`config.mk`:
```
export PLATFORM = sky130hd
export DESIGN_NAME = add_round_key_buf_flat
export DESIGN_NICKNAME = d
export VERILOG_FILES = /design/src/rtl/aes_pkg.sv /design/src/rtl/add_round_key_buf_if.sv /design/src/rtl/ark_key_fifo.sv /design/src/rtl/add_round_key_buf.sv /design/src/flat_wrapper.sv
export SDC_FILE = /design/constraint.sdc
export NUM_CORES = 1
export LEC_CHECK = 0
export BUFFER_PORTS_ARGS = -buffer_cell sky130_fd_sc_hd__buf_2
export CAP_MARGIN = 10
export CORE_ASPECT_RATIO = 1.5
export CORE_MARGIN = 5
export CORE_UTILIZATION = 53
export CTS_BUF_LIST = sky130_fd_sc_hd__clkbuf_8
export CTS_CLUSTER_DIAMETER = 50
export CTS_CLUSTER_SIZE = 10
export DETAILED_ROUTE_END_ITERATION = 10
export MAX_ROUTING_LAYER = met4
export PLACE_DENSITY = 0.89
export SLEW_MARGIN = 5
export SYNTH_ARGS = -nofsm -noshare
export SYNTH_HDL_FRONTEND = slang
export SYNTH_SLANG_ARGS = --single-unit
export TNS_END_PERCENT = 20
```
`constraint.sdc`:
```
create_clock -name clk -period 4.5 [get_ports clk]
set_input_delay 0.225 -clock clk [delete_from_list [all_inputs] [get_ports clk]]
set_output_delay 0.225 -clock clk [all_outputs]
set_load 0.01 [all_outputs]
```
`src/rtl/aes_pkg.sv`:
```
// Shared AES definitions: block/byte widths, the state/key vector type and a byte-index helper.
// Used by add_round_key_buf and the neighbouring MixColumns/ShiftRows/SubBytes stages.
package aes_pkg;

  localparam int unsigned AES_BLOCK_W = 128;
  localparam int unsigned AES_BYTE_W  = 8;

  typedef logic [AES_BLOCK_W-1:0] aes_block_t;

  // Byte 0 sits in the most significant byte of the block.
  function automatic logic [AES_BYTE_W-1:0] aes_byte(input aes_block_t blk, input int unsigned idx);
    return blk[AES_BLOCK_W-1-AES_BYTE_W*idx -: AES_BYTE_W];
  endfunction

endpackage

```
`src/rtl/add_round_key_buf_if.sv`:
```
// Data/key/status bundle for add_round_key_buf.
// The slave modport is the AddRoundKey stage; the master modport is its environment.
interface add_round_key_buf_if #(
  parameter int unsigned DATA_W = 128,
  parameter int unsigned CNT_W  = 3
);

  logic              flush;
  logic              valid_in;
  logic [DATA_W-1:0] data_in;
  logic              key_valid;
  logic [DATA_W-1:0] key_in;
  logic              valid_out;
  logic [DATA_W-1:0] data_out;
  logic              key_full;
  logic [CNT_W-1:0]  key_count;
  logic              err_underflow;
  logic              err_overflow;

  modport master (
    output flush, valid_in, data_in, key_valid, key_in,
    input  valid_out, data_out, key_full, key_count, err_underflow, err_overflow
  );

  modport slave (
    input  flush, valid_in, data_in, key_valid, key_in,
    output valid_out, data_out, key_full, key_count, err_underflow, err_overflow
  );

endinterface

```
`src/rtl/ark_key_fifo.sv`:
```
// Round-key queue for AddRoundKey: DEPTH x DATA_W registers with push/pop/flush and occupancy.
// DEPTH must be a power of two so the pointers wrap naturally.
module ark_key_fifo #(
  parameter int unsigned DATA_W = 128,
  parameter int unsigned DEPTH  = 4,
  parameter int unsigned CNT_W  = 3
) (
  input  logic              clk,
  input  logic              reset,
  input  logic              flush,
  input  logic              push,
  input  logic              pop,
  input  logic [DATA_W-1:0] wdata,
  output logic [DATA_W-1:0] head,
  output logic [CNT_W-1:0]  count,
  output logic              full,
  output logic              empty
);

  localparam int unsigned PTR_W = $clog2(DEPTH);

  logic [DATA_W-1:0] mem [DEPTH];
  logic [PTR_W-1:0]  wr_ptr, rd_ptr;
  logic [CNT_W-1:0]  count_q;

  // Storage needs no reset: an entry is only read after it has been pushed.
  always_ff @(posedge clk) begin
    if (push) mem[wr_ptr] <= wdata;
  end

  always_ff @(posedge clk or negedge reset) begin
    if (!reset) begin
      wr_ptr  <= '0;
      rd_ptr  <= '0;
      count_q <= '0;
    end else if (flush) begin
      wr_ptr  <= '0;
      rd_ptr  <= '0;
      count_q <= '0;
    end else begin
      if (push) wr_ptr <= wr_ptr + PTR_W'(1);
      if (pop)  rd_ptr <= rd_ptr + PTR_W'(1);
      unique case ({push, pop})
        2'b10:   count_q <= count_q + CNT_W'(1);
        2'b01:   count_q <= count_q - CNT_W'(1);
        default: count_q <= count_q;
      endcase
    end
  end

  assign head  = mem[rd_ptr];
  assign count = count_q;
  assign full  = (count_q == CNT_W'(DEPTH));
  assign empty = (count_q == '0);

endmodule

```
`src/rtl/add_round_key_buf.sv`:
```
// AES-128 AddRoundKey with a round-key alignment FIFO and sticky misalignment flags.
// Optional macro ARK_KEY_BYPASS_EN: an empty FIFO forwards a same-cycle key straight to the XOR.
module add_round_key_buf
  import aes_pkg::*;
#(
  parameter int unsigned DATA_W    = AES_BLOCK_W,
  parameter int unsigned KEY_DEPTH = 4,
  parameter int unsigned CNT_W     = $clog2(KEY_DEPTH) + 1
) (
  input  logic                  clk,
  input  logic                  reset,
  add_round_key_buf_if.slave    bus
);

  logic [DATA_W-1:0] head_key;
  logic [CNT_W-1:0]  count;
  logic              full, empty;
  logic              pop, push, bypass, underflow, overflow;

  logic              valid_q;
  logic [DATA_W-1:0] data_q;
  logic              err_unf_q, err_ovf_q;

`ifdef ARK_KEY_BYPASS_EN
  assign bypass = bus.valid_in & bus.key_valid & empty & ~bus.flush;
`else
  assign bypass = 1'b0;
`endif

  // A pop in the same cycle frees a slot, so a push is accepted even when full.
  assign pop       = bus.valid_in & ~empty & ~bus.flush;
  assign push      = bus.key_valid & ~bus.flush & ~bypass & (~full | pop);
  assign underflow = bus.valid_in & empty & ~bus.flush & ~bypass;
  assign overflow  = bus.key_valid & ~bus.flush & full & ~pop;

  ark_key_fifo #(
    .DATA_W (DATA_W),
    .DEPTH  (KEY_DEPTH),
    .CNT_W  (CNT_W)
  ) u_key_fifo (
    .clk   (clk),
    .reset (reset),
    .flush (bus.flush),
    .push  (push),
    .pop   (pop),
    .wdata (bus.key_in),
    .head  (head_key),
    .count (count),
    .full  (full),
    .empty (empty)
  );

  always_ff @(posedge clk or negedge reset) begin
    if (!reset) begin
      valid_q   <= 1'b0;
      data_q    <= '0;
      err_unf_q <= 1'b0;
      err_ovf_q <= 1'b0;
    end else if (bus.flush) begin
      valid_q   <= 1'b0;
      err_unf_q <= 1'b0;
      err_ovf_q <= 1'b0;
    end else begin
      valid_q <= pop | bypass;
      if (pop) begin
        data_q <= bus.data_in ^ head_key;
      end else if (bypass) begin
        data_q <= bus.data_in ^ bus.key_in;
      end
      if (underflow) err_unf_q <= 1'b1;
      if (overflow)  err_ovf_q <= 1'b1;
    end
  end

  assign bus.valid_out     = valid_q;
  assign bus.data_out      = data_q;
  assign bus.key_full      = full;
  assign bus.key_count     = count;
  assign bus.err_underflow = err_unf_q;
  assign bus.err_overflow  = err_ovf_q;

endmodule

```
`src/flat_wrapper.sv`:
```
// flat-port wrapper written by rule: the top's interface ports become plain ports
module add_round_key_buf_flat import aes_pkg::*;
#(
  parameter int unsigned DATA_W    = AES_BLOCK_W,
  parameter int unsigned KEY_DEPTH = 4,
  parameter int unsigned CNT_W     = $clog2(KEY_DEPTH) + 1
)
  (clk, reset, bus_flush, bus_valid_in, bus_data_in, bus_key_valid, bus_key_in, bus_valid_out, bus_data_out, bus_key_full, bus_key_count, bus_err_underflow, bus_err_overflow);
  add_round_key_buf_if #(.DATA_W(DATA_W), .CNT_W(CNT_W)) bus_i ();
  input  logic clk;
  input  logic reset;
  input wire logic [$bits(bus_i.flush)-1:0] bus_flush;
  input wire logic [$bits(bus_i.valid_in)-1:0] bus_valid_in;
  input wire logic [$bits(bus_i.data_in)-1:0] bus_data_in;
  input wire logic [$bits(bus_i.key_valid)-1:0] bus_key_valid;
  input wire logic [$bits(bus_i.key_in)-1:0] bus_key_in;
  output wire logic [$bits(bus_i.valid_out)-1:0] bus_valid_out;
  output wire logic [$bits(bus_i.data_out)-1:0] bus_data_out;
  output wire logic [$bits(bus_i.key_full)-1:0] bus_key_full;
  output wire logic [$bits(bus_i.key_count)-1:0] bus_key_count;
  output wire logic [$bits(bus_i.err_underflow)-1:0] bus_err_underflow;
  output wire logic [$bits(bus_i.err_overflow)-1:0] bus_err_overflow;
  assign bus_i.flush = bus_flush;
  assign bus_i.valid_in = bus_valid_in;
  assign bus_i.data_in = bus_data_in;
  assign bus_i.key_valid = bus_key_valid;
  assign bus_i.key_in = bus_key_in;
  assign bus_valid_out = bus_i.valid_out;
  assign bus_data_out = bus_i.data_out;
  assign bus_key_full = bus_i.key_full;
  assign bus_key_count = bus_i.key_count;
  assign bus_err_underflow = bus_i.err_underflow;
  assign bus_err_overflow = bus_i.err_overflow;
  add_round_key_buf #(.DATA_W(DATA_W), .KEY_DEPTH(KEY_DEPTH), .CNT_W(CNT_W)) u_core (.clk(clk), .reset(reset), .bus(bus_i));
endmodule
```
; Word level (Yosys, flattened, before mapping)
; Memory sizes are Yosys's and may differ from the RTL's.
; Cells that the tools add are included.
[word_totals]
n_memories = 1
register_bits = 138
ram_bits = 512
inputBits = 261
[mem_list]
columns = name, words, width, rd, rd_clocked_by_memory_dff, wr, line
row1 = u_core.u_key_fifo.mem, 4, 128, 1, 0, 1, ark_key_fifo.sv:22  ; logic [DATA_W-1:0] mem [DEPTH];
[classes]
bitwise = 14
n_eq_ne = 3
addsub = 4
n_mux = 13
n_reduce_logical = 7
[ops]
columns = op, n
row1 = XOR 128 bit, 1
row2 = AND 1 bit, 8
row3 = 2-to-1 mux 2 bit, 4
row4 = nonzero test 2 bit, 4
row5 = 2-to-1 mux 1 bit, 7
row6 = one-hot mux 3 bit (2 select lines), 1
row7 = "adder 2 x 1 -> 2 bit, second input constant", 2
row8 = NOT 1 bit, 4
row9 = "adder 3 x 1 -> 3 bit, second input constant", 1
row10 = "equality test 3 bit, second input constant", 1
row11 = zero test 3 bit, 1
row12 = 2-to-1 mux 3 bit, 1
row13 = nonzero test 3 bit, 1
row14 = "subtractor 3 x 1 -> 3 bit, second input constant", 1
row15 = "equality test 2 x 1 -> 1 bit, second input constant", 1
row16 = "equality test 2 bit, second input constant", 1
row17 = AND reduction 2 bit, 1
row18 = bitwise OR 1 bit, 1

; Depth between registers and ports, before layout
; Gate-level depths: netlist of run 1.
[logic_depth]
depth_word = 9
depth_mapped = 7

; By module
; A second synthesis of run 1 with hierarchy kept.
[unflattened]
hier_cells = 1261
hier_area_um2 = 24617.4
[by_module_without_submodules]
columns = mod, n_inst, area_each_um2, seq_area_each_um2, cells_per_inst
row1 = ark_key_fifo, 1, 18896.9, 15549.9, 710
row2 = add_round_key_buf, 1, 5720.5, 3278.1, 551

; Least setup slack after synthesis of run 1
; No wires, ideal clock.
[synth_path]
path_kind = flip-flop to flip-flop
from = reg u_core.u_key_fifo.count_q[2] (netlist: u_core.u_key_fifo.count[2])
to = mem u_core.u_key_fifo.mem[2][0], enable pin
period_less_slack_ns = 4.565
t_arrival_ns = 4.063
slack_ns = -0.065
stages_incl_launch_ff = 4
n_path_buf = 0
t_required_ns = 3.998
setup_ns = 0.502
path_cell_list = dfrtp_1 -> nor4b_1 -> nor3_1 -> and2_1
[synth_via]
elab_chain_cells = 8
[synth_rtl]
columns = element, line
row1 = from (decl), ark_key_fifo.sv:24  ; logic [CNT_W-1:0] count_q;
row2 = from (signal assigned), ark_key_fifo.sv:44  ; 2'b10: count_q <= count_q + CNT_W'(1);
row3 = from (signal assigned), ark_key_fifo.sv:45  ; 2'b01: count_q <= count_q - CNT_W'(1);
row4 = from (signal assigned), ark_key_fifo.sv:46  ; default: count_q <= count_q;
row5 = zero test 3 bit, ark_key_fifo.sv:54  ; assign empty = (count_q == '0);
row6 = NOT 1 bit, add_round_key_buf.sv:31  ; assign pop = bus.valid_in & ~empty & ~bus.flush;
row7 = AND 1 bit (2 in a row), add_round_key_buf.sv:31
row8 = bitwise OR 1 bit (*), add_round_key_buf.sv:32  ; assign push = bus.key_valid & ~bus.flush & ~bypass & (~full | pop);
row9 = AND 1 bit (*), add_round_key_buf.sv:32
row10 = 2-to-1 mux 1 bit (*), ark_key_fifo.sv:28  ; if (push) mem[wr_ptr] <= wdata;
row11 = 2-to-1 mux 1 bit (not written as such) (*), ark_key_fifo.sv:28
row12 = to (decl), ark_key_fifo.sv:22
; Every way passes the cells marked *; elsewhere a longest branch is shown, timed or not.

; Final worst setup path of run 1
[layout_path]
from = reg u_core.u_key_fifo.count_q[0] (netlist: u_core.u_key_fifo.count[0])
to = reg u_core.data_q[50] (netlist: u_core.bus.data_out[50])
[layout_via]
elab_chain_cells = 5
[layout_rtl]
columns = element, line
row1 = zero test 3 bit, ark_key_fifo.sv:54
row2 = NOT 1 bit, add_round_key_buf.sv:31
row3 = AND 1 bit (2 in a row), add_round_key_buf.sv:31
row4 = AND reduction 2 bit (no line), --
row5 = to (signal assigned), add_round_key_buf.sv:66  ; data_q <= bus.data_in ^ head_key;
row6 = to (signal assigned), add_round_key_buf.sv:68  ; data_q <= bus.data_in ^ bus.key_in;
row7 = to (decl), add_round_key_buf.sv:21  ; logic [DATA_W-1:0] data_q;
; Every way passes these cells.
; A chain may end at the register's enable or synchronous reset.

==> summary.md, run 1 <==
| Metric | Value |
|---|---|
| Status | complete, no violations |
| CP arrival | 3.40 ns |
| Initial drt markers | 1,141 |
| Most frequent cells in the layout | edfxtp_1, buf_2, dlygate4sd3_1 |
| Max-Slew Margin vs Limit | 28.68% |
| Core Util, Final | 68.15% |
| RSZ-0062 raised after global routing | no |
| Largest net degree at the start of global routing | 129 |
| Via density | 5.644 |
| WL/cell | 24.35 um |
| EDFF count, synth | 512 |
| Slowest cell on the critical path | nand3b_4 |
| Total track usage | 25.47% |
| Final Slew Violations | 0 |
| Clock tree sinks | 650 |
| DRC violation count after routing | 0 |
| Post-synthesis average cell area | 19.41 um^2 |
| CP Class | register to register |
| First-pass detailed-route iteration total | 5 |
| Tmin final | 2.934 ns |
| Final Hold Fails | 0 |
| Yosys reg bits | 650 |
| Setup repair bufs after CTS | 0 |
| PwrDens | 493.8 mW/mm^2 |
| Remaining Overflow, GRT | 0 |
| Filler cells | 2,741 |
| Place WS | 1.661 ns |
| Clk_skew | 0.05489 ns |
| F_max | 340.9 MHz |
| Ports | 396 |
| CP Buf/Inv Count | 1 |
| Routed Antenna Nets | 0 |
| Area delta synth->final | 27.17% |
| Core footprint | 0.04588 mm^2 |
| Leak | 11.72 nW |
| Clock buffer depth | 3 |
| Ys async rst share | 21.23% |
| CTS tree | built |
| Die width | 185.9 um |
| First-pass GRT wire length | 94.77 mm |
| Num CTS Buffers | 75 |
| Worst EP required | 4.97 ns |
| Htree depth | 3 |
| Seq/Total Area, Yosys | 76.57% |
| Critical path cell sequence | or3_4, nand3b_4, buf_4, o21ai_0 |
| Die area | 0.05089 mm^2 |
| CTS root buf | clkbuf_8 |
| Slew @ Worst Pin | 1.070 ns |
| Share of layout cells above drive strength 1 | 31.42% |
| Die H | 273.8 um |
| Post-synthesis cell count | 1,267 |
| Clk_lat worst skew | 0.66 ns |
| IO buf count | 395 |
| Fin worst setup slack | 1.567 ns |
| CP endpoint kind | register |
| Number of global-route vias before repair | 16,320 |
| Nature of the critical path startpoint | register |
| RD Place Congestion | 0.8142 |
| Initial Utilization | 53.59% |
| Total Routed Length | 64.05 mm |
| Family with the most delay on the worst path | simple AND/OR/NAND/NOR gates |
| Distinct cells, synth | 30 |
| DR vias | 14,840 |
| Yosys warning count | 0 |
| Final Setup Violations | 0 |
| Path category of the worst min-delay check | input port to register |
| Syn_nets | 1,533 |
| Dpl hpwl | 34.40 mm |
| Leading cell type in the layout, fill and taps excluded | edfxtp_1 |
| Max stage delay on crit path | 0.77 ns |
| Initial antenna violation count | 20 |
| Crit-path max FO | 91 |
| Worst vdd ir | 0.3122 mV |
| Row cnt | 96 |
| Crit share post-route | 65.19% |
| Synthesized cell area | 0.02459 mm^2 |
| Net count, final | 2,226 |
| Main synth FF type | edfxtp_1 |
| Clock-pin slew on the worst setup and hold paths | 0.08 ns |
| Max Cap Viol | 0 |
==> logic make-up (layout without fill, tap and decap cells) <==
group,count (synthesis),after routing,share of synthesized area (%)
XOR/XNOR,130,130,4.630
flip-flops,650,650,76.57
buffers and inverters,63,814,1.252
multiplexers,133,133,11.94
AO/OA/AOI/OAI,133,133,2.778
other,0,24,0
adder cells (fa/ha/maj),5,5,0.2850
AND/OR/NAND/NOR,153,153,2.549
==> state kept, by name, summed over array words and instances (netlist names) <==
signal,count
u_core.u_key_fifo.mem,512
u_core.bus.data_out,128
u_core.u_key_fifo.count,3
u_core.u_key_fifo.rd_ptr,2
u_core.u_key_fifo.wr_ptr,2
u_core.bus.err_overflow,1
u_core.bus.err_underflow,1
u_core.bus.valid_out,1
==> tightest hold or removal path, delay by kind of cell <==
family                 cells  cell delay (ns)
buffers and inverters      1             0.16
XOR/XNOR                   1             0.08
AND/OR/NAND/NOR            2             0.20
==> power breakdown <==
part	switching [W]	leakage, nW	internal (W)
combinational	0.00209	4.47	0.00185
clock	0.00212	0.858	0.00162
sequential	0.000521	6.38	0.00724
==> final cells by class <==
class / count / area (um^2) / share of cell area (%)
repair buffers: 674 / 4833 / 15.46
clock inverters: 57 / 240.2 / 0.7682
multi-input cells: 554 / 5473 / 17.50
well taps: 588 / 735.7 / 2.353
clock buffers: 78 / 1074 / 3.433
diodes: 24 / 60.06 / 0.1921
flip-flops and latches: 650 / 18840 / 60.24
inverters: 5 / 18.77 / 0.06002
==> synth_stat cells (2+ instances only) <==
library cell | number | area (um^2)
buf_1 | 9 | 33.78
buf_4 | 13 | 97.59
nor4b_1 | 3 | 26.28
edfxtp_1 | 512 | 15370
ha_1 | 4 | 50.05
mux2i_1 | 3 | 30.03
clkbuf_1 | 18 | 67.56
mux4_2 | 128 | 2883
dfrtp_1 | 138 | 3453
inv_1 | 5 | 18.77
xor2_1 | 2 | 17.52
o21ai_0 | 129 | 645.6
buf_2 | 18 | 90.09
nor2_1 | 8 | 30.03
nor3_1 | 2 | 10.01
mux2_2 | 2 | 22.52
and2_1 | 4 | 25.02
xnor2_1 | 128 | 1121
nand2_1 | 130 | 488.0
==> path summary, 6_finish.rpt <==
kind | start | to | slack (ns) | cells past startpoint
setup / recovery | u_core.u_key_fifo.count[0]$_DFFE_PN0P_ | u_core.bus.data_out[50]$_DFFE_PN0P_ | 1.57 | 4
hold / removal | bus_valid_in | u_core.u_key_fifo.rd_ptr[0]$_DFFE_PN0P_ | 0.09 | 4
setup reg to reg | u_core.u_key_fifo.count[0]$_DFFE_PN0P_ | u_core.bus.data_out[50]$_DFFE_PN0P_ | 1.57 | 4
hold reg to reg | u_core.bus.data_out[22]$_DFFE_PN0P_ | u_core.bus.data_out[22]$_DFFE_PN0P_ | 0.48 | 2
max in group asynchronous | reset | u_core.bus.data_out[115]$_DFFE_PN0P_ | 2.67 | 4
min in group asynchronous | reset | u_core.bus.data_out[71]$_DFFE_PN0P_ | 0.59 | 3
==> what timing repair did <==
action | CTS | global route
setup endpoints to repair | 0 | 0
hold buffers | 262 | 0
gates resized for setup | 0 | 0
hold endpoints to repair | 678 | 0
==> metal layers <==
layer | track usage (%) | wire length, um | vias up
li1 | - | - | 6294
met1 | 28.36 | 21600 | 7504
met2 | 43.48 | 34860 | 809
met3 | 4.573 | 4038 | 236
met4 | 13.62 | 3559 | 0
met5 | - | 0 | -
==> through the flow <==
step	power, W	cell area, um^2	setup TNS, ns	std cells	hold WS [ns]
floorplan	0.01006	24590	-24.95	1267	-0.07059
global placement	0.01121	27270	0	2209	0.1244
detailed placement	0.01144	27270	0	2209	0.1287
CTS	0.01525	31210	0	2606	0.04308
global route	0.01616	31260	0	2627	0.09320
finish	0.01544	31270	0	2630	0.09383
(Power assumes the default switching activity.)
==> inputs of run 2 (changes only) <==
CORE_UTILIZATION = 55   (was 53)
PLACE_DENSITY = 0.88   (was 0.89)
clock period = 2.7 ns   (was 4.5 ns; I/O delays follow)
==> summary.md, run 2 (same netlist as run 1, synthesis figures left out) <==
| Metric | Value |
|---|---|
| Status | complete, no violations |
| Power share of the combinational group | 26.8% |
| Crit-path max FO | 88 |
| Via density | 5.683 |
| Slew @ Worst Pin | 0.8000 ns |
| Slowest cell on the critical path | dlygate4sd3_1 |
| Total track usage | 27.70% |
| Path category of the worst min-delay check | input port to async pin |
| Num CTS Buffers | 75 |
| Largest net degree at the start of global routing | 89 |
| CP Buf/Inv Count | 2 |
| Most frequent cells in the layout | edfxtp_1, buf_2, dlygate4sd3_1 |
| Max FFs per register | 512 |
| Filler cells | 2,453 |
| Clk_skew | 0.04582 ns |
| F_max | 398.4 MHz |
| Final instance area | 0.03167 mm^2 |
| Leak | 11.91 nW |
| Setup TNS | 0 ns |
| Worst vdd ir | 0.5936 mV |
| Post-CTS Hold Fix Bufs | 262 |
| Clock-pin slew on the worst setup and hold paths | 0.08 ns |
| Core footprint | 0.04457 mm^2 |
| Max Cap Viol | 0 |
| Switching share of power | 30.49% |
| Initial antenna violation count | 20 |
| DR vias | 15,060 |
| Leading cell type in the layout, fill and taps excluded | edfxtp_1 |
| CP Class | register to register |
| Clock buffer depth | 3 |
| Family with the most delay on the worst path | simple AND/OR/NAND/NOR gates |
| Max-Slew Margin vs Limit | 46.26% |
| Crit. Startpoint | u_core.u_key_fifo.count[1]$_DFFE_PN0P_ |
| Remaining Overflow, GRT | 0 |
| Share of layout cells above drive strength 1 | 32.24% |
| Net count, final | 2,249 |
| Clock tree sinks | 650 |
| Top reg by flops | u_core.u_key_fifo.mem |
| First-pass detailed-route iteration total | 7 |
| Dpl cell area | 0.02764 mm^2 |
| CTS tree | built |
| Final Slew Violations | 0 |
| Total chip power | 0.02609 W |
| Critical path cell sequence | or3_4, nand3b_4, buf_12, a31oi_1, nor2_1, dlygate4sd3_1 |
| Number of global-route vias before repair | 16,560 |
| P_sw | 0.007954 W |
| Final Hold Fails | 0 |
| Worst hold margin | 0.01938 ns |
| Worst r2r path cells | 6 |
| Setup repair bufs after CTS | 0 |
| Core Util, Final | 71.05% |
| CTS root buf | clkbuf_8 |
| Die area | 0.04913 mm^2 |
| Area delta synth->final | 28.79% |
| Clock power share | 24.1% |
| WL/cell | 24.85 um |
| Row cnt | 95 |
| CP endpoint kind | register |
| Crit share post-route | 92.96% |
| Dpl hpwl | 36.15 mm |
| Max stage delay on crit path | 0.57 ns |
| Power Internal | 0.01813 W |
| Routed Antenna Nets | 0 |
| End of the worst register-to-register path | u_core.bus.err_overflow$_DFFE_PN0P_ |
| Initial Utilization | 55.17% |
| Die width | 182.6 um |
| RD Place Congestion | 0.8094 |
| Critical R2R Launch | u_core.u_key_fifo.count[1]$_DFFE_PN0P_ |
| Tmin final | 2.510 ns |
| Initial drt markers | 1,341 |
| CP arrival | 3.09 ns |
| Worst EP required | 3.28 ns |
| PwrDens | 823.8 mW/mm^2 |
| Htree depth | 3 |
| RSZ-0062 raised after global routing | no |
| R2r setup slk | 0.19 ns |
| DRC violation count after routing | 0 |
| Nature of the critical path startpoint | register |
| Post-CTS resize count | 0 |
| Flop pwr share | 49.1% |
| Final Setup Violations | 0 |
| Ports | 396 |
| Die H | 269.0 um |
| First-pass GRT wire length | 98.46 mm |
| IO buf count | 395 |
| Total Routed Length | 65.86 mm |
| Clk_lat worst skew | 0.67 ns |
run 2: cell types whose count changed in the layout (fill, tap and decap cells not counted), sizes merged:
cell,delta
buf,+23
bufinv,+1
clkinv,+1
clkinvlp,+2
inv,-1
run 2: how the worst max path moves through the flow:
stage / to / slack (ns) / cells past startpoint
6_report: u_core.bus.err_overflow$_DFFE_PN0P_ / 0.19 / 6
5_1_grt: u_core.u_key_fifo.mem[0][67]$_DFFE_PP_ / 0.06 / 4
4_1_cts: u_core.u_key_fifo.mem[0][61]$_DFFE_PP_ / 0.21 / 4
3_5_place_dp: u_core.u_key_fifo.mem[0][48]$_DFFE_PP_ / 0.24 / 4
3_3_place_gp: u_core.u_key_fifo.mem[0][41]$_DFFE_PP_ / 0.35 / 4
2_1_floorplan: u_core.u_key_fifo.mem[0][0]$_DFFE_PP_ / -0.47 / 3
run 2: per-layer routing:
metal / vias up / share of wire [%] / wire (um) / GRT usage [%]
met2: 889 / 54 / 35380 / 47.41
met5: - / 0 / 0 / -
li1: 6342 / - / - / -
met3: 271 / 6.5 / 4272 / 4.318
met1: 7559 / 33 / 21800 / 30.58
met4: 0 / 6.7 / 4400 / 16.91
run 2: worst reg2reg max path: cells and delay by family, from the launching register on:
kind,cells,cell delay (ns)
compound gates,1,0.14
buf+inv,2,0.90
flops,1,0.49
simple gates,3,0.92
run 2: area by class of cell:
cell class                      count  area (um^2)  share of cell area [%]
Antenna cell                       24        60.06                  0.1896
Clock buffer                       78         1074                   3.390
Clock inverter                     60        274.0                  0.8652
Inverter                            5        18.77                 0.05926
Multi-Input combinational cell    554         5473                   17.28
Sequential cell                   650        18840                   59.48
Tap cell                          582        728.2                   2.299
Timing Repair Buffer              697         5206                   16.44
run 2: power groups by stage:
stage          Sequential [W]  Combinational [W]  Clock, W
6_report               0.0128            0.00699   0.00628
5_1_grt                0.0129            0.00751   0.00684
4_1_cts                0.0127            0.00673   0.00622
3_5_place_dp           0.0129            0.00638         0
3_3_place_gp           0.0128            0.00613         0
2_1_floorplan          0.0132            0.00353         0
run 2: metrics by stage:
stage / std cells / setup WS (ns)
6_report: 2650 / 0.1902
3_3_place_gp: 2226 / 0.3480
5_1_grt: 2647 / 0.06398
2_1_floorplan: 1267 / -0.4678
4_1_cts: 2626 / 0.2072
3_5_place_dp: 2226 / 0.2381
==> inputs of run 3 (changes only) <==
CORE_UTILIZATION = 36   (was 55)
PLACE_DENSITY = 0.65   (was 0.88)
==> summary.md, run 3 (same netlist as run 1, synthesis figures left out) <==
| Metric | Value |
|---|---|
| Status | complete, no violations |
| CTS root buf | clkbuf_8 |
| Core Util, Final | 47.15% |
| Initial Utilization | 36.28% |
| Fin worst setup slack | 0.4792 ns |
| GR Layer Usage met2 | 28.24% |
| GR Util met1 | 18.64% |
| Max stage delay on crit path | 0.55 ns |
| First-pass GRT wire length | 88.97 mm |
| Clock buffer depth | 3 |
| First-pass detailed-route iteration total | 5 |
| Global Route met3 Usage | 2.702% |
| Path category of the worst min-delay check | input port to register |
| Place WS | 0.06754 ns |
| Slowest cell on the critical path | dlygate4sd3_1 |
| Via density | 4.684 |
| Max Cap Viol | 0 |
| Nature of the critical path startpoint | register |
| Share of layout cells above drive strength 1 | 31.98% |
| CP endpoint kind | register |
| Most frequent cells in the layout | edfxtp_1, buf_2, dlygate4sd3_1 |
| WL/cell | 19.76 um |
| CP Buf/Inv Count | 1 |
| Leak | 11.87 nW |
| Clock-pin slew on the worst setup and hold paths | 0.08 ns |
| Top reg by flops | u_core.u_key_fifo.mem |
| Die width | 223.4 um |
| Die area | 0.07374 mm^2 |
| DRC violation count after routing | 0 |
| Leading cell type in the layout, fill and taps excluded | edfxtp_1 |
| Final Hold Fails | 0 |
| Placed cell count | 2,525 |
| IO buf count | 395 |
| Dpl hpwl | 36.87 mm |
| Area delta synth->final | 29.96% |
| CP Class | register to register |
| Final non-filler cell total | 2,943 |
| Clk_skew | 0.02736 ns |
| Initial drt markers | 711 |
| Core footprint | 0.06778 mm^2 |
| PwrDens | 791.1 mW/mm^2 |
| Clock tree sinks | 650 |
| RD Place Congestion | 0.7900 |
| RSZ-0062 raised after global routing | no |
| Filler cells | 5,716 |
| Die H | 330.1 um |
| Critical path cell sequence | or3_4, nand3b_4, a31oi_1, nor2_1, dlygate4sd3_1 |
| Total Routed Length | 58.16 mm |
| Routed Antenna Nets | 0 |
| Grt peak-use layer | met2 |
| Htree depth | 3 |
| Slew @ Worst Pin | 0.7077 ns |
| Crit-path max FO | 26 |
| Row cnt | 117 |
| Tmin final | 2.221 ns |
| Largest net degree at the start of global routing | 74 |
| Final Setup Violations | 0 |
| Clk_lat worst skew | 0.67 ns |
| Remaining Overflow, GRT | 0 |
| Max FFs per register | 512 |
| CP arrival | 2.82 ns |
| Worst EP required | 3.30 ns |
| Family with the most delay on the worst path | simple AND/OR/NAND/NOR gates |
| Ports | 396 |
| Num CTS Buffers | 76 |
| Crit share post-route | 82.25% |
| Total track usage | 16.21% |
| Post-CTS resize count | 0 |
| DR vias | 13,790 |
| F_max | 450.3 MHz |
| Worst vdd ir | 0.5156 mV |
| Number of global-route vias before repair | 15,220 |
| Final Slew Violations | 0 |
| Max-Slew Margin vs Limit | 52.16% |
| Total chip power | 0.02528 W |
| Net count, final | 2,242 |
| Initial antenna violation count | 12 |
| CTS tree | built |
-- run 3: path summary, 6_finish.rpt --
kind	from	to	slack, ns	depth (start not counted)
max	u_core.u_key_fifo.count[1]$_DFFE_PN0P_	u_core.bus.err_overflow$_DFFE_PN0P_	0.48	5
max reg2reg	u_core.u_key_fifo.count[1]$_DFFE_PN0P_	u_core.bus.err_overflow$_DFFE_PN0P_	0.48	5
max in group asynchronous	reset	u_core.bus.data_out[122]$_DFFE_PN0P_	1.62	4
min in group asynchronous	reset	u_core.bus.data_out[64]$_DFFE_PN0P_	0.62	4
min	bus_key_in[97]	u_core.u_key_fifo.mem[1][97]$_DFFE_PP_	0.22	2
min reg2reg	u_core.bus.data_out[87]$_DFFE_PN0P_	u_core.bus.data_out[87]$_DFFE_PN0P_	0.47	2
-- run 3: timing repair --
| item | in CTS | in global routing |
|---|---|---|
| setup buffers | 0 | 0 |
| endpoints found under the hold margin | 787 | 0 |
| hold buffers | 264 | 0 |
-- run 3: worst reg2reg max path, stage by stage, from the launching register on --
cell,delay [ns]
dfrtp_1,0.48
or3_4,0.47
nand3b_4,0.39
a31oi_1,0.17
nor2_1,0.10
dlygate4sd3_1,0.55
-- run 3: cell type report --
class | count | area, um^2 | area share, %
diodes | 12 | 30.03 | 0.09397
clock buffers | 77 | 1060 | 3.316
clock inverters | 64 | 287.8 | 0.9005
inverters | 5 | 18.77 | 0.05873
multi-input cells | 554 | 5473 | 17.13
flip-flops and latches | 650 | 18840 | 58.94
well taps | 892 | 1116 | 3.492
repair buffers | 689 | 5136 | 16.07
-- run 3: layer usage --
layer  wire (um)  share of wire (%)  vias to the layer above
li1            -                  -                     6319
met1       22350                 38                     6939
met2       31010                 53                      412
met3        2783                4.8                      115
met4        2019                3.5                        0
met5           0                  0                        -
-- run 3: power by group --
| part | internal (W) | total (W) | switching, W | leakage (nW) |
|---|---|---|---|---|
| clock network | 0.00270 | 0.00613 | 0.00343 | 0.883 |
| registers | 0.0121 | 0.0126 | 0.000588 | 6.38 |
| logic | 0.00316 | 0.00650 | 0.00334 | 4.61 |
| total | 0.0179 | 0.0253 | 0.00736 | 11.9 |
-- run 3: metrics by stage --
stage	instance area, um^2	hold slack [ns]	setup TNS [ns]
after floorplan	24590	-0.1606	-239.53
after global placement	27920	0.01829	0
after detailed placement	27920	0.02787	0
after CTS	31920	0.1182	0
after global routing	31960	0.1660	0
final	31960	0.2210	0
